### src/rtl/pulse_width_meter.sv
// pulse_width_meter: measures pulse_in high time in clk_in cycles,
// saturating, with the result held under a valid/ack handshake.
//
// Ports:
//   clk_in    free-running clock
//   reset_n   async active-low reset
//   enable    arms the meter; low aborts a measurement
//   pulse_in  measured signal, synchronous to clk_in
//   ack       consumer accepts the held result
//   width     measured high time, stable while valid
//   valid     result available
//   overflow  result saturated
//   busy      measurement in progress
module pulse_width_meter #(
  parameter int COUNTER_WIDTH = 8
) (
  input  logic                     clk_in,
  input  logic                     reset_n,
  input  logic                     enable,
  input  logic                     pulse_in,
  input  logic                     ack,
  output logic [COUNTER_WIDTH-1:0] width,
  output logic                     valid,
  output logic                     overflow,
  output logic                     busy
);

  localparam logic [COUNTER_WIDTH-1:0] MAX = '1;
  localparam logic [COUNTER_WIDTH-1:0] ONE =
    COUNTER_WIDTH'(1);

  typedef enum logic [1:0] {
    IDLE,
    MEASURE,
    HOLD
  } state_t;

  state_t                   state;
  logic [COUNTER_WIDTH-1:0] counter;
  logic                     pulse_latch;
  logic                     sat_flag;
  logic                     rise;

  assign rise = pulse_in & ~pulse_latch;

  always_ff @(posedge clk_in or negedge reset_n) begin
    if (!reset_n) begin
      state       <= IDLE;
      counter     <= '0;
      width       <= '0;
      valid       <= 1'b0;
      overflow    <= 1'b0;
      busy        <= 1'b0;
      pulse_latch <= 1'b0;
      sat_flag    <= 1'b0;
    end else begin
      pulse_latch <= pulse_in;
      unique case (state)
        IDLE: begin
          if (enable && rise) begin
            counter  <= ONE;
            // a one-bit counter is already full on the first edge
            sat_flag <= (ONE == MAX);
            busy     <= 1'b1;
            state    <= MEASURE;
          end
        end
        MEASURE: begin
          if (!enable) begin
            busy  <= 1'b0;
            state <= IDLE;
          end else if (pulse_in) begin
            if (counter != MAX) begin
              counter <= counter + ONE;
            end
            // flag as soon as the count reaches full scale
            if (counter >= MAX - ONE) begin
              sat_flag <= 1'b1;
            end
          end else begin
            width    <= counter;
            overflow <= sat_flag;
            valid    <= 1'b1;
            busy     <= 1'b0;
            state    <= HOLD;
          end
        end
        HOLD: begin
          if (ack) begin
            valid    <= 1'b0;
            overflow <= 1'b0;
            state    <= IDLE;
          end
        end
        default: begin
          state <= IDLE;
          busy  <= 1'b0;
        end
      endcase
    end
  end

endmodule
### config.mk
export PLATFORM = sky130hd
export DESIGN_NAME = pulse_width_meter
export DESIGN_NICKNAME = d
export VERILOG_FILES = /design/src/rtl/pulse_width_meter.sv
export SDC_FILE = /design/constraint.sdc
export NUM_CORES = 1
export LEC_CHECK = 0
export CAP_MARGIN = 0
export CORE_MARGIN = 2
export CORE_UTILIZATION = 35
export CTS_BUF_LIST = sky130_fd_sc_hd__clkbuf_16
export CTS_CLUSTER_DIAMETER = 80
export DETAILED_ROUTE_END_ITERATION = 10
export SLEW_MARGIN = 20
export SYNTH_ARGS = -nofsm -noshare
export SYNTH_HDL_FRONTEND = slang
export SYNTH_SLANG_ARGS = --single-unit
### constraint.sdc
create_clock -name clk_in -period 5.1 [get_ports clk_in]
set_clock_uncertainty 0.2 [all_clocks]
set_input_delay 1.02 -clock clk_in [delete_from_list [all_inputs] [get_ports clk_in]]
set_output_delay 1.02 -clock clk_in [all_outputs]
set_load 0.02 [all_outputs]
=== Yosys cells after proc, flatten, opt, wreduce, memory -nomap -nowiden ===
Cells that the tools add are included.

* Add/sub/neg operators: 1
* Order comparisons: 1
* Equality and inequality tests: 11
* Muxes and demuxes: 26
* Bitwise logic cells: 4
* Reductions and logical operators: 10

{| class="wikitable"
|+ Operator list
! cell !! number
|-
| 2-to-1 mux 8 bit || 4
|-
| one-hot mux 8 bit (2 select lines) || 1
|-
| != test 2 bit (second input constant) || 7
|-
| 2-to-1 mux 1 bit || 12
|-
| AND reduction 5 bit || 2
|-
| AND reduction 3 bit || 3
|-
| adder 8 x 1 -> 8 bit (second input constant) || 1
|-
| greater-or-equal comparator 8 bit (second input constant) || 1
|-
| 2-to-1 mux 2 bit || 4
|-
| != test 8 bit (second input constant) || 1
|-
| one-hot mux 1 bit (2 select lines) || 3
|-
| one-hot mux 2 bit (3 select lines) || 1
|-
| AND reduction 4 bit || 1
|-
| nonzero test 2 bit || 2
|-
| != test 3 bit (second input constant) || 1
|-
| inverter 1 bit || 3
|-
| one-hot mux 1 bit (3 select lines) || 1
|-
| equality test 2 x 1 -> 1 bit (second input constant) || 1
|-
| equality test 2 bit (second input constant) || 1
|-
| zero test 2 bit || 1
|-
| AND 1 bit || 1
|-
| logical AND 1 bit || 1
|}

* Flip-flop bits (word level): 23
* Input port bits: 5
* Output and inout bits: 11

=== Logic depth before layout (Yosys ltp) ===
* Depth after elaboration: 5
* Depth in mapped cells: 6
* Gate-level depth less buffers: 5

=== Least setup slack after synthesis ===
No wires, ideal clock.

* Path kind: input-to-reg
* Start: input enable
* End: register counter[5]
* Data arrival time: 1,736 ps
* Required time: 4,797 ps
* Slack: 3,061 ps
* Stages: 5
* Cell sequence: nand3b_1 a21o_4 clkinv_4 o21ai_2 o41ai_2

* Longest elaborated chain between the ends: 3
* Elaborated cells on any way between the ends: 4
* Those cells by class: eq/ne (2); reduce/logical (2)

{| class="wikitable"
|+ Ends and longest elaborated chain
! what !! line !! RTL
|-
| from (decl) || 19 || <nowiki>input logic enable,</nowiki>
|-
| logical AND 1 bit || 60 || <nowiki>if (enable && rise) begin</nowiki>
|-
| != test 2 bit (no line) || n/a ||
|-
| AND reduction 5 bit (no line) * || n/a ||
|-
| to (signal assigned) || 74 || <nowiki>counter <= counter + ONE;</nowiki>
|-
| to (decl) || 39 || <nowiki>logic [COUNTER_WIDTH-1:0] counter;</nowiki>
|}

Every way passes the cells marked *; elsewhere a longest branch is shown, timed or not.
A chain may end at the register's enable or synchronous reset.

=== Worst setup path in the final report ===
* Start: input enable
* End: register width[1]

* Longest elaborated chain between the ends: 1

{| class="wikitable"
|+ Ends and longest elaborated chain
! what !! line !! RTL
|-
| AND reduction 3 bit (no line) || n/a ||
|-
| to (signal assigned) || 81 || <nowiki>width <= counter;</nowiki>
|-
| to (decl) || 22 || <nowiki>output logic [COUNTER_WIDTH-1:0] width,</nowiki>
|}

Every way passes these cells.

==> out/results.ini <==
[outcome]
outcome = finished clean

[detailed_routing]
drt_iter0_drc = 14
drt_first_pass_iters = 4
ant_nets = 0
num_vias = 790
drc = 0
wl_per_cell_um = 13.44
post_drt_via_cell_ratio = 5.064
routed_wl_mm = 2.097

[synthesis]
ys_ff_latch = 23
syn_avg_cell_area_um2 = 11.97
yosysSeqAreaShare = 0.4957
synth_ff_type = dfrtp_1
syn_nets = 104
async_flop_share = 1.000
synthMostInstantiatedCell = dfrtp_1
yosysTopAreaCellShare = 0.4957
yosys.area.top_type = dfrtp_1
synth_cells = 97
synth_area_leaders = dfrtp_1 (50%), mux2_4 (7.8%), buf_6 (3.9%)
synthTopCellsByCount = dfrtp_1 (23), nand2_1 (7), nor2_1 (7)
ys_types = 34
yosysWarnings = 0
synth_edf_count = 0
netlist_area_um2 = 1161

[worst_setup_path]
required_ps = 5040
worstSetupStartpointType = input port
crit_arrival_ps = 2520
worstPathMaxFanout = 12
endpoint_kind = flip-flop
crit_type = input port to flip-flop

[clock_network]
post_cts_buffers = 0
h-tree-depth = 1
insertion_delay_ps = 250
cts_resized = 0
cts-hold-fix-buffers = 0
cts_tree = done
cts.sinks = 23
cts_buffer_depth = 2
cts_root_buf = clkbuf_16
cts_inserted_buffers = 3
clk_pin_slew_ps = 60

[grt]
grt_pass1_vias = 744
grt_antenna_before_repair = 0
overflow = 0
grt_usage = 0.1288
grt_pass1_wl_mm = 3.553
grt_max_degree = 24

[timing]
final.period_utilization = 0.5075
min_period_ps = 2588
hold_violations = 0
setup_slack_ps = 2512
slew_headroom = 0.5556
fmax_mhz = 386.3
setup_viol = 0
worst_pin_slew_ps = 665.8
finalSetupTns_ps = 0
rsz0062_at_grt = false
finalMaxSlewViolations = 0

[placed_design]
gp_congestion = 0.7397
numPortBuffers = 15
place_area_um2 = 1321
place_inst = 152
place_ws_ps = 2223
post-dp-hpwl_mm = 1.560

[die]
coreArea_um2 = 3103
dieArea_um2 = 3794
io_pins = 16
die_y_um = 61.60
start_util = 0.3742
num_rows = 20
die_w_um = 61.60

[layout]
antenna_cells = 0
nets = 120
multi_input_area_um2 = 516.7
drive_above_1_share = 0.2321
finalNonFillerCells = 156
finish.utilization = 0.4500
syn_to_final_growth_pct = 20.26
fin_area_um2 = 1396
n_fill_cell = 309
seq_area_um2 = 575.6

[pwr]
powerDensity_nw_per_um2 = 310.7
irDropWorstVdd_uv = 253.4
p_leak_nw = 0.5994

[min_path]
hp-class = flip-flop to flip-flop

[flow_run]
max-cap-violations = 0

-- layout make-up --
class,count,share of cell area
inverters,5,0.01703
repair buffers,15,0.1039
multi-input cells,65,0.3701
well taps,44,0.03943
clock buffers,3,0.05376
flip-flops and latches,23,0.4122
clock inverters,1,0.003584
-- worst max-delay path: stages --
cell	delay, ps
clkdlybuf4s50_1	500
nor3b_4	600
mux2_2	400
-- flip-flops by register name, summed over array words and instances (netlist names) --
name         cells
valid            1
state            2
width            8
counter          8
sat_flag         1
busy             1
overflow         1
pulse_latch      1
-- metal layers --
layer | up-vias | wire, µm | track usage
li1 | 385 | - | -
met1 | 384 | 1062 | 0.1723
met2 | 19 | 939 | 0.2015
met3 | 2 | 86 | 0.04622
met4 | 0 | 8 | 0.02736
met5 | - | 0 | 0
-- metrics by stage --
step	hold WS, ps	total power, W
2_1_floorplan	250.6	0.0002424
3_3_place_gp	271.8	0.0002710
3_5_place_dp	276.7	0.0002728
4_1_cts	290.7	0.0004415
5_1_grt	327.7	0.0004575
6_report	286.7	0.0004338
-- layout by cell type (no fill, tap or decap) --
cell type and instances:
o21ai_0 4, o41ai_1 1, nand3_2 1, nand3_1 5, o21ai_1 1, nor4_1 2, clkbuf_16 3, a31oi_1 1
a2bb2oi_1 2, inv_1 4, clkinv_4 1, o41ai_2 1, buf_2 1, and3_4 2, dfrtp_1 23, and2b_4 1
nand2_1 7, mux2_2 2, clkinv_2 1, ha_1 2, o31ai_2 1, nand3b_1 1, a21o_2 1, a21oi_1 2
a21o_4 1, nor2_1 7, a31o_2 1, o22ai_1 1, a41oi_1 1, and4_4 1, nor3b_4 1, o21ai_2 1
clkdlybuf4s50_1 14, nand2b_1 2, o31ai_1 5, and3_1 1, mux2_4 6
-- path summary, 6_finish.rpt --
| path | from | depth (start not counted) | slack, ps | to |
|---|---|---|---|---|
| worst max-delay path | enable | 3 | 2510 | width[1]$_DFFE_PN0P_ |
| worst min-delay path | valid$_DFFE_PN0P_ | 1 | 290 | valid$_DFFE_PN0P_ |
| worst max register to register | state[1]$_DFFE_PN0P_ | 3 | 2930 | width[1]$_DFFE_PN0P_ |
| worst min register to register | valid$_DFFE_PN0P_ | 1 | 290 | valid$_DFFE_PN0P_ |
| max in group asynchronous | reset_n | 1 | 3820 | counter[1]$_DFFE_PN0P_ |
| min in group asynchronous | reset_n | 1 | 530 | width[7]$_DFFE_PN0P_ |
-- where the power goes --
group          leakage [nW]  switching, W  internal (W)
combinational         0.254     0.0000328     0.0000316
sequential            0.304    0.00000922      0.000194
clock                0.0409     0.0000605      0.000105
-- logic make-up (layout without fill, tap and decap cells) --
kind of cell             after synthesis  in the layout  share of synthesized area
AND/OR/NAND/NOR                       31             31                     0.1627
AO/OA/AOI/OAI                         24             24                     0.1638
flip-flops                            23             23                     0.4957
buffers and inverters                  9             24                    0.05926
multiplexers                           8              8                    0.09698
adder cells (fa/ha/maj)                2              2                    0.02155
Note: power is estimated with default switching activity, not from simulation.
